===== config.mk =====
export PLATFORM = sky130hd
export DESIGN_NAME = seg7_scan_ctrl_flat
export DESIGN_NICKNAME = d
export VERILOG_FILES = /design/src/rtl/seg7_pkg.sv /design/src/rtl/seg7_scan_ctrl_if.sv /design/src/rtl/seg7_lz_blank.sv /design/src/rtl/seg7_scan_ctrl.sv /design/src/flat_wrapper.sv
export SDC_FILE = /design/constraint.sdc
export NUM_CORES = 1
export LEC_CHECK = 0
export BUFFER_PORTS_ARGS = -buffer_cell sky130_fd_sc_hd__buf_2
export CAP_MARGIN = 20
export CORE_ASPECT_RATIO = 0.6
export CORE_MARGIN = 2
export CORE_UTILIZATION = 35
export DETAILED_ROUTE_END_ITERATION = 10
export SLEW_MARGIN = 30
export SYNTH_ARGS = -nofsm -noshare
export SYNTH_HDL_FRONTEND = slang
export SYNTH_SLANG_ARGS = --single-unit

===== constraint.sdc =====
create_clock -name clk -period 5.78 [get_ports clk]
set_clock_uncertainty 0.1 [all_clocks]
set_input_delay 1.156 -clock clk [delete_from_list [all_inputs] [get_ports clk]]
set_output_delay 1.156 -clock clk [all_outputs]
set_load 0.01 [all_outputs]

===== src/rtl/seg7_pkg.sv =====
`default_nettype none
// +--------------------------------------------------------------------------+
// | seg7_pkg : segment bit positions and the hex-to-segment decode table     |
// | Revision : 1.0                                                           |
// +--------------------------------------------------------------------------+
package seg7_pkg;

  localparam int SEG_A  = 0;
  localparam int SEG_G  = 6;
  localparam int SEG_DP = 7;

  localparam logic [6:0] SEG_OFF = 7'h00;
  localparam logic [7:0] LED_OFF = 8'h00;

  // Active-high g..a patterns, entry 15 first.
  localparam logic [15:0][6:0] HEX_SEG = {
    7'h71, 7'h79, 7'h5E, 7'h39, 7'h7C, 7'h77, 7'h6F, 7'h7F,
    7'h07, 7'h7D, 7'h6D, 7'h66, 7'h4F, 7'h5B, 7'h06, 7'h3F
  };

  function automatic logic [6:0] hex_to_seg(input logic [3:0] nib);
    return HEX_SEG[nib];
  endfunction

endpackage
`default_nettype wire


===== src/rtl/seg7_scan_ctrl_if.sv =====
`default_nettype none
// +--------------------------------------------------------------------------+
// | seg7_scan_ctrl_if : SoC-side control bus and board-side display pins     |
// | Revision : 1.0                                                           |
// +--------------------------------------------------------------------------+
interface seg7_scan_ctrl_if #(
  parameter int NUM_DIGITS  = 8,
  parameter int SCAN_DIGITS = 4,
  parameter int PWM_BITS    = 4,
  parameter int PAGE_W      = (NUM_DIGITS / SCAN_DIGITS > 1) ?
                              $clog2(NUM_DIGITS / SCAN_DIGITS) : 1
);
  logic [4*NUM_DIGITS-1:0] value;
  logic [NUM_DIGITS-1:0]   dp;
  logic [PAGE_W-1:0]       page;
  logic                    blank_lz;
  logic                    load;
  logic                    en;
  logic [PWM_BITS-1:0]     brightness;
  logic [SCAN_DIGITS-1:0]  LEDSEL;
  logic [7:0]              LEDOUT;
  logic                    frame_done;

  modport master (
    output value, dp, page, blank_lz, load, en, brightness,
    input  LEDSEL, LEDOUT, frame_done
  );

  modport slave (
    input  value, dp, page, blank_lz, load, en, brightness,
    output LEDSEL, LEDOUT, frame_done
  );
endinterface
`default_nettype wire


===== src/rtl/seg7_lz_blank.sv =====
`default_nettype none
// +--------------------------------------------------------------------------+
// | seg7_lz_blank : per-slot leading-zero blank mask for the selected page   |
// | Revision : 1.0                                                           |
// +--------------------------------------------------------------------------+
module seg7_lz_blank #(
  parameter int NUM_DIGITS  = 8,
  parameter int SCAN_DIGITS = 4,
  parameter int PAGE_W      = 1
) (
  input  wire logic [4*NUM_DIGITS-1:0] value,
  input  wire logic [PAGE_W-1:0]       page,
  input  wire logic                    blank_lz,
  output      logic [SCAN_DIGITS-1:0]  mask
);
  localparam int K_W = (NUM_DIGITS > 1) ? $clog2(NUM_DIGITS) : 1;

  // w_zero_from[k]: every nibble at index k and above is zero.
  logic [NUM_DIGITS-1:0] w_zero_from;

  generate
    for (genvar k = 0; k < NUM_DIGITS; k++) begin : g_zero
      assign w_zero_from[k] = ~|value[4*NUM_DIGITS-1:4*k];
    end

    for (genvar i = 0; i < SCAN_DIGITS; i++) begin : g_slot
      logic [K_W-1:0] w_k;
      assign w_k     = K_W'(page) * K_W'(SCAN_DIGITS) + K_W'(i);
      assign mask[i] = blank_lz && w_zero_from[w_k] && (w_k != '0);
    end
  endgenerate
endmodule
`default_nettype wire


===== src/rtl/seg7_scan_ctrl.sv =====
`default_nettype none
// +--------------------------------------------------------------------------+
// | seg7_scan_ctrl : multiplexed N-digit hex display scanner with paging,    |
// |                  frame-aligned updates, blanking and PWM brightness      |
// | Revision : 1.0                                                           |
// +--------------------------------------------------------------------------+
module seg7_scan_ctrl
  import seg7_pkg::*;
#(
  parameter int NUM_DIGITS  = 8,
  parameter int SCAN_DIGITS = 4,
  parameter int CLK_DIV     = 20000,
  parameter int PWM_BITS    = 4,
  parameter int ACTIVE_LOW  = 1
) (
  input wire logic        clk,
  input wire logic        rst,
  seg7_scan_ctrl_if.slave bus
);
  localparam int PAGE_W = (NUM_DIGITS / SCAN_DIGITS > 1) ?
                          $clog2(NUM_DIGITS / SCAN_DIGITS) : 1;
  localparam int PRE_W  = $clog2(CLK_DIV);
  localparam int IDX_W  = (SCAN_DIGITS > 1) ? $clog2(SCAN_DIGITS) : 1;
  localparam int K_W    = (NUM_DIGITS > 1) ? $clog2(NUM_DIGITS) : 1;
  localparam logic                   POL     = (ACTIVE_LOW != 0);
  localparam logic [SCAN_DIGITS-1:0] SEL_OFF = {SCAN_DIGITS{POL}};
  localparam logic [7:0]             OUT_OFF = LED_OFF ^ {8{POL}};

  logic [PRE_W-1:0]        r_pre;
  logic [IDX_W-1:0]        r_idx;
  logic [PWM_BITS-1:0]     r_pwm;
  logic                    r_pend;
  logic [4*NUM_DIGITS-1:0] r_pend_value, r_act_value;
  logic [NUM_DIGITS-1:0]   r_pend_dp, r_act_dp;
  logic [PAGE_W-1:0]       r_pend_page, r_act_page;
  logic                    r_pend_blz, r_act_blz;
  logic [SCAN_DIGITS-1:0]  r_led_sel;
  logic [7:0]              r_led_out;
  logic                    r_frame_done;

  logic                   w_tick, w_wrap, w_lit, w_blank;
  logic [K_W-1:0]         w_k;
  logic [3:0]             w_nib;
  logic [6:0]             w_seg;
  logic [7:0]             w_led_hi;
  logic [SCAN_DIGITS-1:0] w_sel_hi, w_blank_mask;

  assign w_tick = (r_pre == PRE_W'(CLK_DIV - 1));
  assign w_wrap = w_tick && (r_idx == IDX_W'(SCAN_DIGITS - 1));

  seg7_lz_blank #(
    .NUM_DIGITS (NUM_DIGITS),
    .SCAN_DIGITS(SCAN_DIGITS),
    .PAGE_W     (PAGE_W)
  ) u_lz_blank (
    .value   (r_act_value),
    .page    (r_act_page),
    .blank_lz(r_act_blz),
    .mask    (w_blank_mask)
  );

  assign w_k     = K_W'(r_act_page) * K_W'(SCAN_DIGITS) + K_W'(r_idx);
  assign w_nib   = r_act_value[{w_k, 2'b00} +: 4];
  assign w_blank = w_blank_mask[r_idx];
  assign w_seg   = w_blank ? SEG_OFF : hex_to_seg(w_nib);

  always_comb begin
    w_led_hi              = LED_OFF;
    w_led_hi[SEG_G:SEG_A] = w_seg;
    w_led_hi[SEG_DP]      = r_act_dp[w_k];
  end

  // The first cycle of every slot is dead time so the previous digit's
  // segments never bleed into the newly selected digit.
  assign w_lit    = bus.en && (r_pwm <= bus.brightness) && (r_pre != '0);
  assign w_sel_hi = w_lit ? (SCAN_DIGITS'(1) << r_idx) : '0;

  always_ff @(posedge clk or negedge rst) begin
    if (!rst) begin
      r_pre <= '0;
      r_idx <= '0;
      r_pwm <= '0;
    end else begin
      r_pre <= w_tick ? '0 : r_pre + 1'b1;
      r_pwm <= r_pwm + 1'b1;
      if (w_tick) begin
        r_idx <= (r_idx == IDX_W'(SCAN_DIGITS - 1)) ? '0 : r_idx + 1'b1;
      end
    end
  end

  // Active set only changes at a frame wrap; a load on the wrap itself wins.
  always_ff @(posedge clk or negedge rst) begin
    if (!rst) begin
      r_pend       <= 1'b0;
      r_pend_value <= '0;
      r_pend_dp    <= '0;
      r_pend_page  <= '0;
      r_pend_blz   <= 1'b0;
      r_act_value  <= '0;
      r_act_dp     <= '0;
      r_act_page   <= '0;
      r_act_blz    <= 1'b0;
    end else begin
      if (bus.load) begin
        r_pend       <= 1'b1;
        r_pend_value <= bus.value;
        r_pend_dp    <= bus.dp;
        r_pend_page  <= bus.page;
        r_pend_blz   <= bus.blank_lz;
      end
      if (w_wrap && (r_pend || bus.load)) begin
        r_pend      <= 1'b0;
        r_act_value <= bus.load ? bus.value    : r_pend_value;
        r_act_dp    <= bus.load ? bus.dp       : r_pend_dp;
        r_act_page  <= bus.load ? bus.page     : r_pend_page;
        r_act_blz   <= bus.load ? bus.blank_lz : r_pend_blz;
      end
    end
  end

  always_ff @(posedge clk or negedge rst) begin
    if (!rst) begin
      r_led_sel    <= SEL_OFF;
      r_led_out    <= OUT_OFF;
      r_frame_done <= 1'b0;
    end else begin
      r_led_sel    <= w_sel_hi ^ SEL_OFF;
      r_led_out    <= w_led_hi ^ OUT_OFF;
      r_frame_done <= w_wrap;
    end
  end

  assign bus.LEDSEL     = r_led_sel;
  assign bus.LEDOUT     = r_led_out;
  assign bus.frame_done = r_frame_done;
endmodule
`default_nettype wire

===== src/flat_wrapper.sv =====
// flat-port wrapper written by rule: the top's interface ports become plain ports
module seg7_scan_ctrl_flat import seg7_pkg::*;
#(
  parameter int NUM_DIGITS  = 8,
  parameter int SCAN_DIGITS = 4,
  parameter int CLK_DIV     = 20000,
  parameter int PWM_BITS    = 4,
  parameter int ACTIVE_LOW  = 1
)
  (clk, rst, bus_value, bus_dp, bus_page, bus_blank_lz, bus_load, bus_en, bus_brightness, bus_LEDSEL, bus_LEDOUT, bus_frame_done);
  seg7_scan_ctrl_if #(.NUM_DIGITS(NUM_DIGITS), .SCAN_DIGITS(SCAN_DIGITS), .PWM_BITS(PWM_BITS)) bus_i ();
  input wire logic clk;
  input wire logic rst;
  input wire logic [$bits(bus_i.value)-1:0] bus_value;
  input wire logic [$bits(bus_i.dp)-1:0] bus_dp;
  input wire logic [$bits(bus_i.page)-1:0] bus_page;
  input wire logic [$bits(bus_i.blank_lz)-1:0] bus_blank_lz;
  input wire logic [$bits(bus_i.load)-1:0] bus_load;
  input wire logic [$bits(bus_i.en)-1:0] bus_en;
  input wire logic [$bits(bus_i.brightness)-1:0] bus_brightness;
  output wire logic [$bits(bus_i.LEDSEL)-1:0] bus_LEDSEL;
  output wire logic [$bits(bus_i.LEDOUT)-1:0] bus_LEDOUT;
  output wire logic [$bits(bus_i.frame_done)-1:0] bus_frame_done;
  assign bus_i.value = bus_value;
  assign bus_i.dp = bus_dp;
  assign bus_i.page = bus_page;
  assign bus_i.blank_lz = bus_blank_lz;
  assign bus_i.load = bus_load;
  assign bus_i.en = bus_en;
  assign bus_i.brightness = bus_brightness;
  assign bus_LEDSEL = bus_i.LEDSEL;
  assign bus_LEDOUT = bus_i.LEDOUT;
  assign bus_frame_done = bus_i.frame_done;
  seg7_scan_ctrl #(.NUM_DIGITS(NUM_DIGITS), .SCAN_DIGITS(SCAN_DIGITS), .CLK_DIV(CLK_DIV), .PWM_BITS(PWM_BITS), .ACTIVE_LOW(ACTIVE_LOW)) u_core (.clk(clk), .rst(rst), .bus(bus_i));
endmodule

==> flow_metrics.py, run 1 <==
metrics = {
    "clocking": {
        "postCtsSetupBuffers": 0,
        "h-tree-depth": 4,
        "clk_pin_slew_ns": 0.05,
        "clock_latency_ns": 0.41,
        "cts-root-buf": "clkbuf_16",
        "cts_tree": "done",
        "cts_sinks": 119,
        "cts_buffers": 17,
        "post_cts_resized": 0,
        "clk_path_buf_depth": 2,
        "cts_hold_buf": 0,
    },
    "timing": {
        "fin_tns_setup_ns": 0,
        "fmax_mhz": 338.7,
        "max_slew.worst_pin.slew_ns": 0.8030,
        "worst_slack_ns": 2.827,
        "relSlewSlack": 0.4607,
        "hold_viol": 0,
        "setup_viol": 0,
        "rsz0062_at_grt": "false",
        "post-route-period-util": 0.5108,
        "finalCriticalPeriod_ns": 2.953,
        "finalMaxSlewViolations": 0,
    },
    "synth": {
        "synth_area_um2": 5296,
        "ys_async_sr_fraction": 1.000,
        "synth_edf_count": 0,
        "synth_seq_cells": 119,
        "synth_cells": 375,
        "syn_area_per_cell_um2": 14.12,
        "yosys_warnings": 0,
        "syn_nets": 442,
        "ys_seq_area_frac": 0.5651,
        "synth_cell_type_count": 38,
        "ys.flop_type": "dfrtp_1",
    },
    "pwr": {
        "p_sw_frac": 0.2030,
        "p_total_uw": 2038,
        "clockPowerShare": 0.528,
        "powerDensity_nw_per_um2": 319.5,
        "ir_drop_uv": 207.1,
        "p_leak_uw": 0.003070,
        "comb_power_share": 0.044,
        "sequentialPowerShare": 0.427,
        "switching_power_uw": 413.6,
        "internal_power_uw": 1624,
    },
    "global_route": {
        "grt_usage": 0.1495,
        "grt_pass1_vias": 3313,
        "grt.overflow.total": 0,
        "grt_pass1_wl_um": 18340,
        "antenna_found_initial": 0,
        "grt_max_degree": 63,
    },
    "hold_path": {
        "min_to": "u_core.r_pwm[3]",
        "hold_class": "flip-flop to flip-flop",
        "hp-start": "u_core.r_pwm[3]",
        "hold_depth": 1,
    },
    "critical_path": {
        "startpoint": "u_core.r_pre[7]",
        "r2r_setup_slack_ns": 2.83,
        "cp-start-kind": "flip-flop",
        "r2r_end": "u_core.r_act_value[22]",
        "worstPathCellList": "nor4_1 > nand2_1 > nor4_4 > nand3b_4 > mux2_1",
        "critPathMaxFanout": 42,
        "cp_num_buf_inv": 0,
        "r2r_cells": 5,
        "critPathMaxStageDelay_ns": 0.71,
        "crit_family": "simple AND/OR/NAND/NOR gates",
        "worst_ep_required_time_ns": 5.97,
        "r2r_start": "u_core.r_pre[7]",
        "crit_type": "flip-flop to flip-flop",
        "worstSetupEndpointType": "flip-flop",
        "arrival_ns": 3.14,
        "worst_path_max_delay_cell": "nor4_4",
    },
    "status": {
        "status": "finished, final reports clean",
    },
    "layout": {
        "design_area_um2": 6377,
        "seqCellArea_um2": 2993,
        "antennaDiodeCount": 0,
        "area_growth_pct": 20.41,
        "multi_input_area_um2": 2171,
        "nNetsFinal": 509,
        "num-fill-cells": 1337,
        "layout-drive-gt1-share": 0.4352,
        "layout.cells.most_common": "dfrtp_1",
        "final_cell_mix": "107 x dfrtp_1, 85 x mux2_2, 60 x buf_2",
    },
    "routing": {
        "avgRoutedWirePerCell_um": 16.76,
        "wl_um": 10950,
        "drt_iter0_drc": 159,
        "final_antenna_net_count": 0,
        "drc": 0,
        "vias": 3149,
        "viasPerCell": 4.822,
        "drt-pass1-iter-count": 5,
    },
    "placed_design": {
        "dpl_cell_area_um2": 5773,
        "port_buffers": 62,
        "dp_hpwl_um": 7643,
        "gp_congestion": 0.8002,
        "place_ws_ns": 2.293,
    },
    "floorplanning": {
        "die_w_um": 162.8,
        "core_area_um2": 14630,
        "die_h_um": 99.29,
        "dieArea_um2": 16160,
        "num_rows": 34,
        "initial_utilization": 0.3619,
        "io_pins": 63,
    },
    "job": {
        "cap_viol_max_count": 0,
    },
}
==> synth_stat cells (8+ instances only) <==
master / instances / area share
dfrtp_1: 107 / 0.51
mux2_2: 85 / 0.18
ha_1: 17 / 0.040
nor2_1: 16 / 0.011
dfstp_2: 12 / 0.060
inv_1: 12 / 0.0085
nand2_1: 12 / 0.0085
nand3_1: 12 / 0.011
mux2i_1: 8 / 0.015
mux4_2: 8 / 0.034
nor4_1: 8 / 0.0094
xnor2_1: 8 / 0.013
==> per-stage QoR <==
step | hold WS [ns] | std cells | utilization
floorplan | 0.3402 | 375 | -
global placement | 0.3645 | 621 | 0.3945
detailed placement | 0.3774 | 621 | 0.3945
CTS | 0.3885 | 653 | 0.4354
global route | 0.4052 | 653 | 0.4358
finish | 0.3825 | 653 | 0.4358
==> routing by layer <==
layer | vias to the layer above | routed length [µm] | global-route usage
met2 | 71 | 4317 | 0.1946
met5 | - | 0 | 0
met1 | 1577 | 5891 | 0.2313
met3 | 7 | 654 | 0.04962
li1 | 1494 | - | -
met4 | 0 | 82 | 0.04493
==> cells by family after synthesis <==
kind of cell    Yosys count  synth area share
mux                     104            0.2419
xor+xnor                 15           0.02481
simple gates             71           0.07513
compound gates           22           0.02717
buf+inv                  27           0.02575
fa+ha+maj                17           0.04016
flops                   119            0.5651
==> area by class of cell <==
class	instances	area share
clock buffers	23	0.07024
clock inverters	9	0.02354
inverters	12	0.007063
multi-input cells	229	0.3404
flip-flops and latches	119	0.4693
well taps	198	0.03885
repair buffers	63	0.05062
==> flip-flops by register name, summed over array words and instances, names as in the netlist, 2 cells and up <==
register and cells:
u_core.bus.LEDSEL 4, u_core.r_pend_value 32, u_core.r_act_value 32, u_core.r_pre 15
u_core.r_act_dp 8, u_core.bus.LEDOUT 8, u_core.r_pend_dp 8, u_core.r_idx 2
u_core.r_pwm 4
==> power by group through the flow <==
stage	registers [µW]	clock network [µW]	logic [µW]
3_3_place_gp	884	0	90.4
5_1_grt	874	1140	103
6_report	871	1080	90.2
4_1_cts	871	1090	93.7
3_5_place_dp	886	0	92.9
2_1_floorplan	883	0	43.9
==> worst reg2reg max path: cells and delay by family (launching register included) <==
family	cells	cell delay, ns
muxes	1	0.51
DFF	1	0.41
and+or+nand+nor	4	1.81
==> worst max-delay path by stage <==
stage,end,slack [ns],cells past startpoint
finish,u_core.r_act_value[22],2.83,5
global route,u_core.bus.LEDOUT[3],2.54,7
global placement,u_core.r_act_value[22],2.42,4
CTS,u_core.r_act_value[22],2.73,4
detailed placement,u_core.r_act_value[22],2.29,4
floorplan,u_core.r_act_value[22],3.20,4
(Power assumes the default switching activity.)
==> run 2, diff against run 1 <==
ABC_AREA = 1   (was default)
clock period = 2.69 ns   (was 5.78 ns; I/O delays follow)
==> run 2 against run 1 <==
  * The flow now finishes with violations (negative hold slack)
  * Sequential share of layout area is 4.0 points lower
  * Total power is 130% higher
  * Critical path type unchanged
  * Synthesized cell count is 87% higher
  * Synthesized area is 8.1% higher
  * Via count is 44% higher
  * Non-clock buffer count is 8 higher
  * Largest cell class unchanged
  * Clock power is 140% higher
  * Critical path depth is 6 higher
  * Final area is 9.3% higher
==> flow_metrics.py, run 2 <==
metrics = {
    "floorplanning": {
        "num_rows": 36,
        "die_w_um": 169.1,
        "core_area_um2": 16130,
        "die_h_um": 103.1,
        "initial_utilization": 0.3551,
        "io_pins": 63,
        "dieArea_um2": 17430,
    },
    "routing": {
        "drc": 0,
        "final_antenna_net_count": 0,
        "viasPerCell": 4.574,
        "avgRoutedWirePerCell_um": 13.01,
        "drt_iter0_drc": 376,
        "vias": 4524,
        "drt-pass1-iter-count": 5,
        "wl_um": 12870,
    },
    "synth": {
        "synth_seq_cells": 119,
        "syn_area_per_cell_um2": 8.156,
        "synth_area_um2": 5725,
        "synth_edf_count": 0,
        "synth_cell_type_count": 32,
        "yosys.area.top_type": "dfrtp_1",
        "ys_top_cells_by_count": "242 x nand2_1, 107 x dfrtp_1, 103 x inv_1, 66 x nand3_1, 30 x o21ai_1",
        "syn_nets": 769,
        "synth_top_area_share": 0.4677,
        "synthTopCellsByArea": "dfrtp_1 47%, nand2_1 16%, inv_1 6.8%",
        "synth_cells": 702,
        "ys_async_sr_fraction": 1.000,
        "ys.flop_type": "dfrtp_1",
        "synth_top_family_by_area": "simple AND/OR/NAND/NOR gates",
        "synth_fa_ha_area_frac": 0.03715,
        "synthSimpleGateAreaFrac": 0.2640,
        "muxShareOfSynthArea": 0,
        "synth_xor_area_frac": 0.01224,
        "ys_seq_area_frac": 0.5227,
        "synth-compound-area-share": 0.06818,
        "synth.most_common_cell": "nand2_1",
        "yosys_warnings": 0,
    },
    "layout": {
        "final_cells": 989,
        "design_area_um2": 6973,
        "reg_top3": "u_core.r_act_value: 32 flops, u_core.r_pend_value: 32 flops, u_core.r_pre: 15 flops",
        "nNetsFinal": 834,
        "layout-drive-gt1-share": 0.1859,
        "final_cell_mix": "242 x nand2_1, 107 x dfrtp_1, 103 x inv_1",
        "layout.cells.most_common": "nand2_1",
        "area_growth_pct": 21.79,
        "antennaDiodeCount": 0,
    },
    "clocking": {
        "post_cts_resized": 0,
        "clk_path_buf_depth": 2,
        "cts_tree": "done",
        "h-tree-depth": 4,
        "clock_latency_ns": 0.42,
        "cts_sinks": 119,
        "cts_hold_buf": 0,
        "cts_buffers": 17,
        "postCtsSetupBuffers": 0,
        "cts-root-buf": "clkbuf_16",
        "clk_pin_slew_ns": 0.06,
    },
    "status": {
        "violations": "negative hold slack",
        "status": "complete, but fails checks",
    },
    "critical_path": {
        "arrival_ns": 2.44,
        "critPathMaxFanout": 23,
        "cp-start-kind": "flip-flop",
        "worst_path_max_delay_cell": "dfrtp_1",
        "crit_family": "simple AND/OR/NAND/NOR gates",
        "cp_num_buf_inv": 3,
        "r2r_cells": 11,
        "startpoint": "u_core.r_idx[0]",
        "r2r_start": "u_core.r_idx[0]",
        "critPathMaxStageDelay_ns": 0.49,
        "crit_path_frequent_cell": "nand3_1",
        "cp.depth": 11,
        "worstPathCellList": "inv_2 > nand2_1 > nand3_1 > nand3_1 > nand2_1 > inv_1 > ha_1 > inv_1 > nand3_1 > nand3_1 > nand3_1",
        "worst_ep_required_time_ns": 2.92,
        "worstSetupEndpointType": "flip-flop",
        "crit_type": "flip-flop to flip-flop",
    },
    "timing": {
        "hold_viol": 4,
        "finalCriticalPeriod_ns": 2.212,
        "setup_viol": 0,
        "rsz0062_at_grt": "false",
        "finalMaxSlewViolations": 0,
        "fin_tns_setup_ns": 0,
        "max_slew.worst_pin.slew_ns": 0.6265,
        "post-route-period-util": 0.8223,
        "worst_slack_ns": 0.4780,
        "relSlewSlack": 0.5798,
        "fmax_mhz": 452.1,
        "whs_ns": -0.008280,
    },
    "placed_design": {
        "gp_congestion": 0.9100,
        "place_inst": 957,
        "place_ws_ns": 0.5014,
        "port_buffers": 62,
        "dp_hpwl_um": 9284,
        "dpl_cell_area_um2": 6287,
    },
    "pwr": {
        "powerDensity_nw_per_um2": 676.4,
        "ir_drop_uv": 314.3,
        "p_leak_uw": 0.003631,
    },
    "global_route": {
        "grt_pass1_wl_um": 22340,
        "grt.overflow.total": 0,
        "grt_pass1_vias": 4324,
        "antenna_found_initial": 0,
        "grt_usage": 0.1639,
        "grt_max_degree": 58,
    },
    "hold_path": {
        "hold_class": "input pin to asynchronous set/reset pin",
    },
    "job": {
        "cap_viol_max_count": 0,
    },
}
## run 2: report_power, final
group,switching [µW],internal (µW),leakage [µW]
clock,870,1770,0.000323
sequential,15.0,1850,0.00152
combinational,142,71.3,0.00179
## run 2: area by class of cell
cell class / instances / area [µm²]
clock buffers: 18 / 439.2
clock inverters: 14 / 246.5
fillers: 1629 / 9153
inverters: 106 / 397.9
multi-input cells: 452 / 2192
flip-flops and latches: 119 / 2993
well taps: 209 / 261.5
repair buffers: 71 / 442.9
## run 2: through the flow
stage	total power (µW)	util
final	4717	0.4324
after global routing	4904	0.4324
after CTS	4768	0.4324
after detailed placement	2114	0.3899
after global placement	2109	0.3899
after floorplan	1993	-
## run 2: cell families after synthesis
| group | count (synthesis) |
|---|---|
| AOI/OAI and AO/OA | 66 |
| and+or+nand+nor | 361 |
| DFF | 119 |
| adders and majority gates | 17 |
| buffers and inverters | 131 |
| xor gates and xnor gates | 8 |
## run 2: per-layer routing
layer | vias up | wire, µm | track usage
met5 | - | 0 | 0
met1 | 2088 | 7347 | 0.2649
met2 | 116 | 4670 | 0.2066
li1 | 2310 | - | -
met3 | 10 | 736 | 0.04530
met4 | 0 | 110 | 0.04339
## run 2: worst register-to-register path, stage by stage (launching register included)
cell     delay [ns]
dfrtp_1        0.49
inv_2          0.34
nand2_1        0.10
nand3_1        0.09
nand3_1        0.08
nand2_1        0.22
inv_1          0.12
ha_1           0.21
inv_1          0.07
nand3_1        0.12
nand3_1        0.11
nand3_1        0.08
## run 2: worst paths after layout
kind                                      endpoint  slack [ns]
max                           u_core.bus.LEDOUT[5]        0.48
max in group asynchronous     u_core.bus.LEDOUT[7]        1.79
min reg2reg                u_core.r_pend_value[10]        0.37
min                                u_core.r_pwm[2]      -0.008
min in group clk               u_core.r_pend_dp[6]        0.25
max reg2reg                   u_core.bus.LEDOUT[5]        0.48
==> run 3, diff against run 2 <==
ABC_AREA = 0   (was 1)
clock period = 2.1 ns   (was 2.69 ns; I/O delays follow)
==> run 3 against run 2 <==
  * The flow finishes with violations (negative setup slack)
  * Sequential power is 29% higher
  * Core utilization is 3.1 points higher
  * Final area is 2.7% lower
  * Critical endpoint is now u_core.bus.LEDOUT[3]
  * Largest power group unchanged
  * Total power is 21% higher
  * Largest cell class unchanged
  * Clock power is 15% higher
  * Combinational power is 25% higher
==> flow_metrics.py, run 3 (synthesis gave the netlist of run 1 again) <==
metrics = {
    "floorplanning": {
        "io_pins": 63,
        "num_rows": 34,
        "initial_utilization": 0.3619,
        "dieArea_um2": 16160,
        "die_w_um": 162.8,
        "die_h_um": 99.29,
        "core_area_um2": 14630,
    },
    "routing": {
        "viasPerCell": 4.825,
        "drt_iter0_drc": 204,
        "drt-pass1-iter-count": 4,
        "vias": 3315,
        "avgRoutedWirePerCell_um": 16.52,
        "final_antenna_net_count": 0,
        "wl_um": 11350,
        "drc": 0,
    },
    "timing": {
        "post-route-period-util": 1.002,
        "fmax_mhz": 475.1,
        "setup_viol": 1,
        "finalCriticalPeriod_ns": 2.105,
        "worst_slack_ns": -0.004837,
        "whs_ns": 0.1660,
        "max_slew.worst_pin.slew_ns": 0.5223,
        "finalMaxSlewViolations": 0,
        "rsz0062_at_grt": "true",
        "relSlewSlack": 0.6495,
        "hold_viol": 0,
    },
    "critical_path": {
        "cp-start-kind": "flip-flop",
        "worst_ep_required_time_ns": 2.30,
        "worstSetupEndpointType": "flip-flop",
        "critPathMaxFanout": 13,
        "arrival_ns": 2.30,
        "crit_type": "flip-flop to flip-flop",
    },
    "placed_design": {
        "place_inst": 650,
        "place_ws_ns": -0.04599,
        "gp_congestion": 0.9169,
        "dp_hpwl_um": 8437,
        "port_buffers": 62,
    },
    "clocking": {
        "clk_pin_slew_ns": 0.05,
        "cts_buffers": 17,
        "clk_path_buf_depth": 2,
        "cts_sinks": 119,
        "cts-root-buf": "clkbuf_16",
        "h-tree-depth": 4,
        "cts_tree": "done",
        "clock_latency_ns": 0.41,
    },
    "layout": {
        "layout.cells.most_common": "dfrtp_1",
        "layout-drive-gt1-share": 0.5051,
        "multi_input_area_um2": 2236,
        "seqCellArea_um2": 2995,
        "antennaDiodeCount": 0,
        "final_cell_mix": "105 x dfrtp_1, 84 x mux2_2, 61 x buf_2",
        "reg_top3": "u_core.r_act_value: 32 flops, u_core.r_pend_value: 32 flops, u_core.r_pre: 15 flops",
        "final_cells": 687,
        "num-fill-cells": 1343,
        "nNetsFinal": 543,
        "area_growth_pct": 28.11,
    },
    "global_route": {
        "grt_pass1_wl_um": 18580,
        "antenna_found_initial": 0,
        "grt_pass1_vias": 3367,
        "grt_usage": 0.1534,
        "grt.overflow.total": 0,
        "grt_max_degree": 43,
    },
    "pwr": {
        "sequentialPowerShare": 0.420,
        "p_leak_uw": 0.003275,
        "clockPowerShare": 0.533,
        "p_sw_frac": 0.1977,
        "switching_power_uw": 1128,
        "powerDensity_nw_per_um2": 841.0,
        "internal_power_uw": 4578,
        "p_total_uw": 5706,
        "ir_drop_uv": 487.1,
        "comb_power_share": 0.047,
    },
    "hold_path": {
        "hold_class": "input pin to flip-flop",
    },
    "job": {
        "cap_viol_max_count": 0,
    },
    "status": {
        "violations": "negative setup slack",
        "status": "complete, but fails checks",
    },
}
## run 3: cell types whose count changed in the layout (fill, tap and decap cells not counted), moves of 10 or more
cell	change
mux2_2	+84
nand3_1	-54
inv_1	-93
o21ai_1	-28
nand2_1	-230
o21ai_2	-12
nor2_1	-11
buf_4	+24
mux4_2	+10
nand2_2	-10
## run 3: final timing paths
| path | start | to | slack (ns) | depth (start not counted) |
|---|---|---|---|---|
| hold / removal | bus_dp[3] | u_core.r_pend_dp[3] | 0.17 | 2 |
| setup reg to reg | u_core.r_idx[1] | u_core.bus.LEDOUT[3] | -0.005 | 6 |
| hold reg to reg | u_core.r_pwm[0] | u_core.r_pwm[0] | 0.38 | 1 |
| max in group asynchronous | rst | u_core.bus.LEDOUT[7] | 0.88 | 3 |
| setup / recovery | u_core.r_idx[1] | u_core.bus.LEDOUT[3] | -0.005 | 6 |
| min in group asynchronous | rst | u_core.r_pre[5] | 0.39 | 2 |
## run 3: per-stage QoR
stage / cell area (µm²) / TNS (ns) / util
floorplan: 5354 / -0.08656 / -
global placement: 6086 / 0 / 0.4159
detailed placement: 6086 / -0.1169 / 0.4159
CTS: 6729 / -0.02570 / 0.4598
global route: 6785 / -0.1859 / 0.4637
finish: 6785 / -0.004837 / 0.4637
## run 3: power groups by stage
stage	registers (µW)	clock network [µW]	logic, µW
2_1_floorplan	2430	0	121
5_1_grt	2410	3240	299
6_report	2400	3040	266
3_5_place_dp	2440	0	271
4_1_cts	2400	3120	276
3_3_place_gp	2430	0	264
## run 3: critical path, stage by stage, from the launching register on
cell and delay, ns:
dfrtp_2 0.44, mux4_2 0.52, mux2i_1 0.21, buf_4 0.24
mux2_4 0.31, nor2_1 0.08, o21ai_1 0.09
## run 3: layout make-up
| cell class | count | area share |
|---|---|---|
| multi-input cells | 229 | 0.3295 |
| clock inverters | 9 | 0.02176 |
| well taps | 198 | 0.03651 |
| flip-flops and latches | 119 | 0.4415 |
| repair buffers | 97 | 0.09368 |
| inverters | 12 | 0.006638 |
| clock buffers | 23 | 0.07044 |
## run 3: routing by layer
layer | part of all wire | vias up | GRT usage
met3 | 0.058 | 12 | 0.04170
met5 | 0 | - | 0
met4 | 0.0098 | 0 | 0.05106
li1 | - | 1564 | -
met1 | 0.55 | 1655 | 0.2469
met2 | 0.39 | 84 | 0.1936
## run 3: timing repair
| item | CTS | global route |
|---|---|---|
| hold endpoints to repair | 21 | 0 |
| gates resized for setup | 4 | 8 |
| buffers inserted | 0 | 4 |
| pin swaps | 0 | 4 |
| hold buffers | 1 | 0 |
| endpoints found under the setup margin | 3 | 6 |
